==> src/rtl/vx_fetch_credit_buf.sv <==
// Fetch-to-decode channel stage with per-warp instruction-buffer credit tracking.
// Latency: OUT_REG=0 zero cycles (pass-through), OUT_REG=1 one cycle (two-entry skid).
// Backpressure: in_ready drops when the target warp has no credit or, with OUT_REG=1, the skid is full.
module vx_fetch_credit_buf #(
  parameter int NUM_WARPS  = 4,
  parameter int DATA_WIDTH = 64,
  parameter int IBUF_SIZE  = 4,
  parameter int OUT_REG    = 1,
  localparam int WID_W     = (NUM_WARPS > 1) ? $clog2(NUM_WARPS) : 1,
  localparam int CRD_W     = $clog2(IBUF_SIZE + 1)
) (
  input  logic                  clk,
  input  logic                  reset,
  input  logic                  in_valid,
  input  logic [DATA_WIDTH-1:0] in_data,
  input  logic [WID_W-1:0]      in_wid,
  output logic                  in_ready,
  output logic                  out_valid,
  output logic [DATA_WIDTH-1:0] out_data,
  output logic [WID_W-1:0]      out_wid,
  input  logic                  out_ready,
  input  logic [NUM_WARPS-1:0]  ibuf_pop,
  output logic [NUM_WARPS-1:0]  warp_stall,
  output logic                  credit_err,
  output logic                  idle
);

  localparam logic [CRD_W-1:0] CRD_FULL = CRD_W'(IBUF_SIZE);

  logic [CRD_W-1:0] credit_q [NUM_WARPS];
  logic [CRD_W-1:0] credit_d [NUM_WARPS];
  logic             err_q;
  logic             err_d;
  logic             has_credit;
  logic             accept;
  logic             all_full;
  logic             held_empty;

  // Credit lookup for the incoming warp; a loop keeps out-of-range wids credit-less.
  always_comb begin
    has_credit = 1'b0;
    for (int w = 0; w < NUM_WARPS; w++) begin
      if ((in_wid == WID_W'(w)) && (credit_q[w] != '0)) begin
        has_credit = 1'b1;
      end
    end
  end

  assign accept = in_valid && in_ready;

  // Per-warp credit next state: pop returns one, accept consumes one, both net zero.
  always_comb begin
    err_d = err_q;
    for (int w = 0; w < NUM_WARPS; w++) begin
      credit_d[w] = credit_q[w];
      case ({ibuf_pop[w], accept && (in_wid == WID_W'(w))})
        2'b10: begin
          if (credit_q[w] == CRD_FULL) begin
            err_d = 1'b1;
          end else begin
            credit_d[w] = credit_q[w] + CRD_W'(1);
          end
        end
        2'b01: begin
          if (credit_q[w] != '0) begin
            credit_d[w] = credit_q[w] - CRD_W'(1);
          end
        end
        default: credit_d[w] = credit_q[w];
      endcase
    end
  end

  // Credit counters and sticky overflow flag; reset restores every warp to full.
  always_ff @(posedge clk) begin
    if (reset) begin
      for (int w = 0; w < NUM_WARPS; w++) begin
        credit_q[w] <= CRD_FULL;
      end
      err_q <= 1'b0;
    end else begin
      for (int w = 0; w < NUM_WARPS; w++) begin
        credit_q[w] <= credit_d[w];
      end
      err_q <= err_d;
    end
  end

  // Stall mask and idle come straight from the registered counters.
  always_comb begin
    all_full = 1'b1;
    for (int w = 0; w < NUM_WARPS; w++) begin
      warp_stall[w] = (credit_q[w] == '0);
      if (credit_q[w] != CRD_FULL) begin
        all_full = 1'b0;
      end
    end
  end

  assign credit_err = err_q;
  assign idle       = all_full && held_empty;

  if (OUT_REG == 0) begin : g_pass
    assign in_ready   = out_ready && has_credit;
    assign out_valid  = in_valid && has_credit;
    assign out_data   = in_data;
    assign out_wid    = in_wid;
    assign held_empty = 1'b1;
  end else begin : g_reg
    typedef enum logic [1:0] {
      S_EMPTY = 2'd0,
      S_ONE   = 2'd1,
      S_TWO   = 2'd2
    } state_e;

    state_e                state_q;
    state_e                state_d;
    logic [DATA_WIDTH-1:0] head_dat_q;
    logic [WID_W-1:0]      head_wid_q;
    logic [DATA_WIDTH-1:0] skid_dat_q;
    logic [WID_W-1:0]      skid_wid_q;
    logic                  drain;
    logic                  load_head_in;
    logic                  load_head_skid;
    logic                  load_skid;

    // Ready is purely registered state plus in_wid: no path from out_ready.
    assign in_ready   = (state_q != S_TWO) && has_credit;
    assign out_valid  = (state_q != S_EMPTY);
    assign out_data   = head_dat_q;
    assign out_wid    = head_wid_q;
    assign held_empty = (state_q == S_EMPTY);
    assign drain      = out_valid && out_ready;

    // Occupancy state register.
    always_ff @(posedge clk) begin
      if (reset) begin
        state_q <= S_EMPTY;
      end else begin
        state_q <= state_d;
      end
    end

    // Next occupancy and which storage slot loads this cycle.
    always_comb begin
      state_d        = state_q;
      load_head_in   = 1'b0;
      load_head_skid = 1'b0;
      load_skid      = 1'b0;
      case (state_q)
        S_EMPTY: begin
          if (accept) begin
            state_d      = S_ONE;
            load_head_in = 1'b1;
          end
        end
        S_ONE: begin
          if (accept && drain) begin
            load_head_in = 1'b1;
          end else if (accept) begin
            state_d   = S_TWO;
            load_skid = 1'b1;
          end else if (drain) begin
            state_d = S_EMPTY;
          end
        end
        S_TWO: begin
          if (drain) begin
            state_d        = S_ONE;
            load_head_skid = 1'b1;
          end
        end
        default: state_d = S_EMPTY;
      endcase
    end

    // Head and skid storage; the head only changes on a load, so it holds while stalled.
    always_ff @(posedge clk) begin
      if (reset) begin
        head_dat_q <= '0;
        head_wid_q <= '0;
        skid_dat_q <= '0;
        skid_wid_q <= '0;
      end else begin
        if (load_head_in) begin
          head_dat_q <= in_data;
          head_wid_q <= in_wid;
        end else if (load_head_skid) begin
          head_dat_q <= skid_dat_q;
          head_wid_q <= skid_wid_q;
        end
        if (load_skid) begin
          skid_dat_q <= in_data;
          skid_wid_q <= in_wid;
        end
      end
    end
  end

endmodule

==> config.mk <==
export PLATFORM = sky130hd
export DESIGN_NAME = vx_fetch_credit_buf
export DESIGN_NICKNAME = d
export VERILOG_FILES = /design/src/rtl/vx_fetch_credit_buf.sv
export SDC_FILE = /design/constraint.sdc
export NUM_CORES = 1
export LEC_CHECK = 0
export CAP_MARGIN = 15
export CORE_MARGIN = 2
export CORE_UTILIZATION = 47
export DETAILED_ROUTE_END_ITERATION = 16
export GPL_ROUTABILITY_DRIVEN = 0
export PLACE_DENSITY = 0.87
export SLEW_MARGIN = 20
export SYNTH_ARGS = -nofsm -noshare
export SYNTH_HDL_FRONTEND = slang
export SYNTH_SLANG_ARGS = --single-unit
==> constraint.sdc <==
create_clock -name clk -period 2 [get_ports clk]
set_clock_uncertainty 0.05 [all_clocks]
set_input_delay 0.2 -clock clk [delete_from_list [all_inputs] [get_ports clk]]
set_output_delay 0.2 -clock clk [all_outputs]
set_load 0.01 [all_outputs]
* Word-level counts from Yosys, hierarchy flattened
Memory sizes are Yosys's and may differ from the RTL's. Cells that the tools add are included.
Storage, ports and cells: input port bits 74, flip-flop bits (word level) 135, RAM bits 12, memories 1
Operators by class: equality and inequality tests 26, mux-type cells 52, bitwise gates (word level) 4, reductions and logical operators 26, add/sub/neg operators 8
Memories:
- credit_q | depth 4, bits a word 3, read ports 4, clocked after memory_dff 0, wr ports 4, RTL line 30 | logic [CRD_W-1:0] credit_q [NUM_WARPS];
Operators with widths (count):
- 64-bit two-way mux | 2
- 3-bit two-way mux | 12
- 1-bit two-way mux | 25
- 3-bit one-hot mux with 2 select lines | 4
- 3-bit inequality test, second input constant | 5
- 2-bit equality test, second input constant | 7
- 2-bit two-way mux | 7
- 1-bit logical AND | 13
- 3-bit by 1-bit adder with 3-bit output, second input constant | 4
- 2-bit by 1-bit equality test with 1-bit output, second input constant | 6
- 3-bit equality test, second input constant | 4
- 3-bit zero test | 4
- 3-bit nonzero test | 4
- 3-bit by 1-bit subtractor with 3-bit output, second input constant | 4
- 2-bit inequality test, second input constant | 4
- 2-bit one-hot mux with 3 select lines | 1
- 2-bit zero test | 2
- 1-bit OR | 4
- 4-bit AND reduction | 1
- 2-bit nonzero test | 2
- 1-bit one-hot mux with 2 select lines | 1

* Depth between registers and ports, before layout
Gate-level depths: netlist of the first run.
depth in word-level cells 17, gate-level depth with buffers 10, mapped depth without buffers 8

* Worst setup path before layout of the first run
No wires, ideal clock.
kind reg-to-reg, from reg g_reg.state_q[1], to mem credit_q[2][2] in the netlist's numbering, clock period less this slack 2.174 ns, cell stages (with the launch flop) 11, path slack -0.174 ns, library setup time 0.129 ns, required time 1.821 ns, arrival 1.995 ns, path through dfxtp_1 > nor2b_1 > clkbuf_1 > clkbuf_1 > nor4_1 > nand2_1 > fa_1 > nor2b_1 > o31ai_1 > o211ai_1 > o211ai_1
RTL lines:
- start: declaration | RTL line 116 | state_e state_q;
- start signal: assignment | RTL line 140 | state_q <= state_d;
- end: declaration | RTL line 30

* Worst setup path in the final report of the first run
from reg g_reg.state_q[1], to out idle
On the way: longest elaborated chain between the ends 2
Ends and longest elaborated chain:
- 2-bit zero test | RTL line 132 | assign held_empty = (state_q == S_EMPTY);
- 1-bit logical AND | RTL line 101 | assign idle = all_full && held_empty;
- end: declaration | RTL line 25 | output logic idle
No other way between the ends.

==> metrics.csv, run 1 <==
metric,value,unit
status,completed,
drive_above_1_share,14.3,%
hpwl,11800,µm
syn_nets,887,
routed_wl,18700,µm
hold_class,primary input to flip-flop,
drv_cap,0,
endpoint_kind,output pin,
synth_top_area_cell,dfxtp_1,
syn_avg_cell_area,9.14,µm²
path_clk_slew,0.06,ns
power_frac_seq,38.0,%
timing.final.max_slew_violations,0,
die_area,16800,µm²
worst_pin_slew,0.513,ns
switchingPower,0.00207,W
ir_drop,0.657,mV
syn_area,7390,µm²
swShare,24.3,%
setup_violations,0,
dr.first_iter.drc_count,395,
synth_top_area_share,39.8,%
crit_fanout,4,
regArea,2960,µm²
wl_per_cell,15.5,µm
cts_buffers,17,
routed_via_density,5.29,
ys_ff_latch,147,
globalRoute.totalOverflow,0,
fin_nets,1056,
clockRootBuffer,clkbuf_16,
async_flop_share,0,%
start_util,48.3,%
whs_path_depth,2,
drc,0,
cts_tree,built,
synth_area_leaders,"dfxtp_1, mux2i_1, nand2b_1",
critical_path_class,flip-flop to output pin,
insertion_delay,0.43,ns
grt_max_degree,61,
vias,6365,
yosysSeqAreaShare,39.8,%
io_pins,148,
ctsHtreeMaxLevel,4,
reg2reg_depth,8,
synth_edf_count,0,
grt_pass1_wl,30300,µm
antenna_left,0,
place_area,9410,µm²
leakage,4.32,nW
pre_cts_ws,-0.459,ns
utilization,67.6,%
setup_ws,0.0203,ns
hold_viol_final,0,
chipWidth,129,µm
io_buffers,147,
min_period,1.98,ns
die_h,129,µm
p_int,0.00644,W
critPathRequiredTime,1.75,ns
grt_pass1_vias,6267,
syn2layout_area_growth,40.1,%
yosysWarnings,0,
multi_input_area,4220,µm²
synthFlopType,dfxtp_1,
core_area,15300,µm²
yosysUniqueCellTypes,43,
fill_cells,1186,
rsz0062_at_grt,yes,
fmax,505,MHz
finalInstanceArea,10400,µm²
firstDrtPassIters,4,
p_per_area,821,nW/µm²
clkPwrFrac,43.7,%
antenna_found_initial,1,
max_slew_margin,65.8,%
syn_inst,809,
min_period_over_period,99.0,%
clockBufferDepth,2,
crit_arrival,1.73,ns
rrSetupSlack,0.03,ns
grt_usage,22.6,%
crit_path_start_kind,flip-flop,
rows,45,
p_comb_share,18.3,%
clkSinkCount,147,
## cells by family (layout without fill, tap and decap cells)
| family | after synthesis | in the layout | share of synthesized area, % |
|---|---|---|---|
| and+or+nand+nor | 346 | 346 | 25.4 |
| DFF | 147 | 147 | 39.8 |
| muxes | 145 | 145 | 19.7 |
| AOI/OAI and AO/OA | 85 | 86 | 8.78 |
| buffers and inverters | 79 | 260 | 4.89 |
| adders and majority gates | 4 | 4 | 1.08 |
| xor gates and xnor gates | 3 | 3 | 0.355 |
| other | 0 | 1 | 0 |
## placed cells by master (no fill, tap or decap), types with 3 or more instances in the layout
master and instances:
nand2b_1 141, buf_12 9, xnor2_1 3, nor3_2 3, or4_1 5, clkbuf_16 21
nor4_4 3, clkinv_4 3, or2_2 3, clkdlybuf4s50_1 139, clkbuf_8 3, mux2i_1 141
o211ai_1 3, dfxtp_1 137, buf_6 3, nor3_1 5, buf_4 52, bufinv_16 6
inv_1 12, fa_1 3, nand2_1 70, a21o_1 66, nor2_1 15, nand4b_1 3
nor2b_1 8, nand3_1 70, dfxtp_2 9, dlymetal6s2s_1 3, mux2_2 4
## synthesized netlist by cell type, drive strengths merged (4+ instances only)
master	instances
nand2	70
mux2i	141
nor2	16
a21o	66
or4	6
inv	13
dfxtp	147
nor3	9
fa	4
nand2b	143
buf	18
nor2b	11
mux2	4
clkbuf	48
nand3	70
or2	4
## sequential cells by signal (all words and copies together), names as in the netlist
signal,count
credit_err,1
credit_q,12
g_reg.skid_dat_q,64
g_reg.skid_wid_q,2
g_reg.state_q,2
out_data,64
out_wid,2
## metal layers
metal | part of all wire (%) | up-vias | GRT usage [%] | routed length (µm)
met5 | 0 | - | 0 | 0
met4 | 1.7 | 0 | 8.54 | 318
met3 | 4.6 | 26 | 4.87 | 853
met2 | 49 | 171 | 37.2 | 9150
met1 | 45 | 3065 | 29.3 | 8360
li1 | - | 3103 | - | -
## worst max-delay path, stage by stage (launching register included)
cell,delay [ns]
dfxtp_1,0.35
buf_4,0.16
or2_2,0.31
nor3_2,0.21
dlygate4sd2_1,0.29
## what timing repair did
| item | CTS | global route |
|---|---|---|
| buffers inserted | 0 | 7 |
| resized for setup | 9 | 27 |
| hold endpoints to repair | 1 | 0 |
| endpoints found under the setup margin | 18 | 65 |
| hold buffers | 1 | 0 |
| pin swaps | 0 | 4 |
| gates cloned | 0 | 5 |
## power groups by stage
stage               Combinational [W]  Clock [W]  Sequential, W
floorplan                    0.000724          0        0.00333
global placement              0.00144          0        0.00328
detailed placement            0.00147          0        0.00329
CTS                           0.00148    0.00375        0.00323
global route                  0.00168    0.00389        0.00325
finish                        0.00156    0.00371        0.00324
## final cells by class
cell class | instances | area share (%)
Timing Repair Buffer | 215 | 21.0
Inverter | 13 | 0.471
Clock inverter | 12 | 2.17
Antenna cell | 1 | 0.0242
Sequential cell | 147 | 28.6
Tap cell | 211 | 2.55
Clock buffer | 20 | 4.51
Multi-Input combinational cell | 584 | 40.8
## through the flow
stage	total power, W	std cells	hold slack [ns]	setup TNS [ns]
global placement	0.00473	1157	0.409	-44.66
CTS	0.00846	1190	0.240	-0.142
detailed placement	0.00475	1157	0.415	-50.24
global route	0.00882	1203	0.277	-0.375
finish	0.00851	1203	0.269	0
floorplan	0.00405	809	0.326	0
## final timing paths
kind                             start                   end
setup / recovery      g_reg.state_q[1]                  idle
hold / removal                   reset      g_reg.state_q[1]
setup reg to reg        credit_q[2][0]          out_data[22]
hold reg to reg   g_reg.skid_dat_q[53]  g_reg.skid_dat_q[53]
No activity file was read; power rests on OpenSTA's default activity.
==> run 2: changes to the inputs <==
Settings changed: CELL_PAD_IN_SITES_DETAIL_PLACEMENT from default to 2, CELL_PAD_IN_SITES_GLOBAL_PLACEMENT from default to 2, CORE_UTILIZATION 47 to 28, PLACE_DENSITY 0.87 to 0.78.
==> run 2 against run 1 <==
Net effect: core utilization is 27 points lower; setup slack worse by 0.018 ns; via count is 0.61% higher; sequential share of layout area is 0.36 points lower; power is 2.3% lower; critical path depth is 2 higher; combinational power hardly changed; global-route usage is 5.3 points lower; clock power is 5.9% lower; die area is 66% higher; first-iteration DRC count is 37% lower.
==> metrics.csv, run 2 (synthesized netlist as in run 1, its figures left out) <==
metric,value,unit,change
most-common-layout-cells,"nand2b_1, mux2i_1, dfxtp_1, clkdlybuf4s50_1, nand3_1",,
grt_max_degree,71,,+16%
globalRoute.totalOverflow,0,,unchanged
grt_pass1_vias,7229,,+15%
clockBufferDepth,2,,unchanged
timing.final.max_slew_violations,0,,unchanged
firstDrtPassIters,5,,+1
hpwl,15800,µm,+34%
cts_buffers,17,,unchanged
crit_arrival,2.28,ns,+0.55 ns
die_h,167,µm,+29%
p_per_area,793,nW/µm²,-3.5%
routed_via_density,4.81,,-9.1%
fin_nets,1059,,+0.28%
leakage,4.31,nW,-0.25%
place_area,9640,µm²,+2.5%
postCtsHoldBufs,0,,-1
grt_use_met3,3.04,%,-1.8 points
grt_pass1_wl,38800,µm,+28%
ctsHtreeMaxLevel,4,,unchanged
start_util,28.5,%,-20 points
drive_above_1_share,14.9,%,+0.56 points
met1_usage,20.8,%,-8.5 points
wl_per_cell,17.9,µm,+15%
syn2layout_area_growth,41.7,%,
chipWidth,167,µm,+29%
core_area,26000,µm²,+70%
vias,6404,,+0.61%
ir_drop,0.447,mV,-32%
critical_path_class,flip-flop to flip-flop,,
hold_class,primary input to flip-flop,,
io_pins,148,,unchanged
finalInstanceArea,10500,µm²,+1.2%
crit_fanout,8,,+4
grt_usage,17.3,%,-5.3 points
die_area,27700,µm²,+66%
hold_viol_final,0,,unchanged
path_clk_slew,0.07,ns,about the same
setup_violations,0,,unchanged
min_period,2.00,ns,+0.0183 ns
clockRootBuffer,clkbuf_16,,
rsz0062_at_grt,yes,,
dr.first_iter.drc_count,249,,-37%
endpoint_kind,flip-flop,,
min_period_over_period,99.9,%,+0.92 points
multi_input_area,4230,µm²,+0.30%
drv_cap,0,,unchanged
drc,0,,unchanged
max_slew_margin,63.8,%,-2.0 points
fin_cells,1331,,+11%
antenna_found_initial,2,,+1
worst_pin_slew,0.543,ns,+0.0297 ns
cts_tree,built,,
antenna_left,0,,unchanged
fmax,501,MHz,-0.92%
io_buffers,147,,unchanged
hold_slack,0.0412,ns,-0.228 ns
clkSinkCount,147,,unchanged
critPathRequiredTime,2.28,ns,+0.53 ns
grt_busiest_layer,met2,,
rows,59,,+31%
regArea,2960,µm²,about the same
status,completed,,
whs_path_depth,2,,unchanged
routed_wl,23900,µm,+28%
utilization,40.3,%,-27 points
fill_cells,2842,,+140%
grtUsageMet2,31.9,%,-5.3 points
dp_cells,1286,,+11%
final_common_cell,nand2b_1,,
crit_path_start_kind,flip-flop,,
reg2reg_depth,6,,-2
insertion_delay,0.42,ns,about the same
run 2: changes by cell type in the layout (fill, tap and decap cells not counted), moves of 3 or more:
cell | before | now
clkbuf_8 | 3 | 0
buf_4 | 52 | 57
inv_6 | 1 | 5
clkbuf_16 | 21 | 17
run 2: final timing paths:
check / end / slack (ns) / startpoint
hold reg to reg: g_reg.skid_dat_q[22] / 0.43 / g_reg.skid_dat_q[22]
setup reg to reg: g_reg.skid_dat_q[33] / 0.002 / credit_q[2][1]
setup / recovery: g_reg.skid_dat_q[33] / 0.002 / credit_q[2][1]
hold / removal: g_reg.state_q[1] / 0.04 / out_ready
run 2: metrics by stage:
step | power (W) | worst slack (ns) | TNS (ns)
finish | 0.00831 | 0.00202 | 0
global route | 0.00870 | -0.0534 | -0.631
CTS | 0.00844 | -0.0576 | -0.0861
floorplan | 0.00405 | 0.0147 | 0
detailed placement | 0.00485 | -0.467 | -53.57
global placement | 0.00480 | -0.421 | -46.36
run 2: critical path: stages, from the launching register on:
cell and delay, ns:
dfxtp_2 0.35, or3_4 0.14, inv_4 0.04, a22o_4 0.27
or4_4 0.65, buf_16 0.21, mux2i_2 0.19
run 2: routing by layer:
| metal | up-vias | part of all wire (%) |
|---|---|---|
| met5 | - | 0 |
| met3 | 14 | 2.9 |
| li1 | 3103 | - |
| met2 | 98 | 52 |
| met4 | 0 | 1.3 |
| met1 | 3189 | 44 |
run 2: final cells by class:
| type | instances | share of cell area [%] |
|---|---|---|
| clock buffer | 19 | 4.13 |
| clock inverter | 13 | 1.87 |
| antenna | 2 | 0.0477 |
| inverter | 13 | 0.489 |
| sequential | 147 | 28.2 |
| multi-input combinational | 583 | 40.4 |
| timing repair buffer | 219 | 20.9 |
| tap | 335 | 4.00 |
run 2: timing repair:
item / in CTS / in global routing
cloned: 2 / 0
hold endpoints to repair: 0 / 0
setup endpoints to repair: 88 / 40
resized for setup: 31 / 14
pin swaps: 2 / 7
setup buffers: 6 / 4
run 2: power by group:
| part | internal, W | switching [W] | total (W) |
|---|---|---|---|
| Combinational | 0.000863 | 0.000720 | 0.00158 |
| Sequential | 0.00312 | 0.000121 | 0.00324 |
| Clock | 0.00212 | 0.00137 | 0.00349 |
| Total | 0.00610 | 0.00221 | 0.00831 |
==> run 3: changes to the inputs <==
Settings changed: CAP_MARGIN 15 to default, HOLD_SLACK_MARGIN from default to 0.15.
==> run 3 against run 2 <==
Net effect: power barely moved; via count barely moved; sequential share of layout area barely moved; critical path type unchanged; sequential power hardly changed; core utilization hardly changed; maximum frequency about the same; clock power is essentially flat; critical path depth unchanged; setup slack improved by 0.0011 ns; die area is the same; clock-buffer cell count did not move; hold slack better by 0.22 ns.
==> metrics.csv, run 3 (synthesized netlist as in run 1, its figures left out) <==
metric,value,unit,change
cts_buffers,17,,unchanged
firstDrtPassIters,5,,unchanged
routed_via_density,4.81,,about the same
chipWidth,167,µm,unchanged
critPathRequiredTime,2.28,ns,about the same
hp-start,reset,,
whs_path_depth,3,,+1
min_period,2.00,ns,-0.00106 ns
die_h,167,µm,unchanged
wl_per_cell,17.9,µm,about the same
worst_pin_slew,0.546,ns,+0.00276 ns
io_buffers,147,,unchanged
wl_met1,10500,µm,about the same
p_per_area,793,nW/µm²,about the same
min_period_over_period,99.8,%,about the same
path_clk_slew,0.06,ns,about the same
grt_pass1_wl,38800,µm,about the same
vias,6402,,-0.031%
hold_slack,0.257,ns,+0.216 ns
timing.final.max_slew_violations,0,,unchanged
endpoint_kind,flip-flop,,
crit_arrival,2.27,ns,about the same
drc,0,,unchanged
rrSetupSlack,0.003,ns,about the same
drive_above_1_share,14.9,%,-0.015 points
die_area,27700,µm²,unchanged
insertion_delay,0.42,ns,about the same
syn2layout_area_growth,41.8,%,about the same
place_area,9640,µm²,unchanged
clockRootBuffer,clkbuf_16,,
clkSinkCount,147,,unchanged
grt_pass1_vias,7230,,+0.014%
met3_length,690,µm,-0.58%
drv_cap,0,,unchanged
antenna_left,0,,unchanged
clockBufferDepth,2,,unchanged
critical_path_class,flip-flop to flip-flop,,
io_pins,148,,unchanged
ctsHtreeMaxLevel,4,,unchanged
wl_met2,12500,µm,+0.79%
antenna_found_initial,1,,-1
top_layer,met4,,
ir_drop,0.447,mV,about the same
status,completed,,
r2r-start,credit_q[2][1],,
max_slew_margin,63.6,%,-0.18 points
grt_max_degree,71,,unchanged
crit_path_start_kind,flip-flop,,
hpwl,15800,µm,unchanged
grt_usage,17.3,%,about the same
cts_tree,built,,
fmax,501,MHz,about the same
leakage,4.31,nW,about the same
start_util,28.5,%,unchanged
fin_nets,1060,,+0.094%
setup_violations,0,,unchanged
reg2reg_depth,6,,unchanged
dr.first_iter.drc_count,212,,-15%
rows,59,,unchanged
core_area,26000,µm²,unchanged
globalRoute.totalOverflow,0,,unchanged
timing.rr.end,g_reg.skid_dat_q[33],,
rsz0062_at_grt,yes,,
finalInstanceArea,10500,µm²,about the same
most-common-layout-cells,"nand2b_1, mux2i_1, dfxtp_1, clkdlybuf4s50_1, nand3_1",,
hold_viol_final,0,,unchanged
hold_class,primary input to flip-flop,,
final_common_cell,nand2b_1,,
crit_fanout,8,,unchanged
routed_wl,23900,µm,about the same
worstHoldEndpoint,credit_q[3][2],,
==> run 3: cell count changes in the layout (fill, tap and decap cells not counted) <==
cell,before,now
dlygate4sd3_1,0,1
diode_2,2,1
==> run 3: power by group <==
group          internal [W]  switching (W)
Combinational      0.000864       0.000721
Sequential          0.00312       0.000121
Clock               0.00212        0.00137
Total               0.00610        0.00222
==> run 3: layout make-up <==
class,instances,area (µm²)
clock buffer,19,433
fill,2838,15500
tap,335,419
timing repair buffer,220,2200
multi-input combinational,583,4230
clock inverter,13,196
inverter,13,51.3
antenna,1,2.50
sequential,147,2960
==> run 3: worst max-delay path by stage <==
stage | from | to | slack [ns] | depth (start not counted)
after floorplan | credit_q[0][2] | credit_q[0][1] | 0.01 | 6
after global placement | in_wid[0] | out_data[17] | -0.42 | 7
after detailed placement | in_wid[1] | out_data[7] | -0.47 | 7
after CTS | credit_q[2][1] | out_data[28] | -0.06 | 7
after global routing | credit_q[2][1] | out_data[28] | -0.05 | 7
final | credit_q[2][1] | g_reg.skid_dat_q[33] | 0.003 | 6
==> run 3: metal layers <==
layer	global-route usage [%]	vias up
met4	4.05	0
met2	32.1	100
met5	0	-
met1	20.8	3185
li1	-	3105
met3	3.02	12
==> run 3: what timing repair did <==
item / CTS / global route
hold endpoints to repair: 1 / 0
hold buffers: 1 / 0
pin swaps: 2 / 7
cloned: 2 / 0
buffers inserted: 6 / 4
resized for setup: 31 / 14
endpoints found under the setup margin: 88 / 40
==> run 3: per-stage QoR <==
stage / total power, W / setup TNS [ns] / std cells / setup WS, ns / utilization [%]
finish: 0.00831 / 0 / 1331 / 0.00308 / 40.4
global route: 0.00870 / -0.632 / 1330 / -0.0534 / 40.4
CTS: 0.00844 / -0.0861 / 1327 / -0.0576 / 40.2
detailed placement: 0.00485 / -53.57 / 1286 / -0.467 / 37.1
global placement: 0.00480 / -46.36 / 1286 / -0.421 / 37.1
floorplan: 0.00405 / 0 / 809 / 0.0147 / -
==> run 3: worst max-delay path, stage by stage (launching register included) <==
cell and delay (ns):
dfxtp_2 0.35, or3_4 0.14, inv_4 0.04, a22o_4 0.27, or4_4 0.65, buf_16 0.21, mux2i_2 0.19
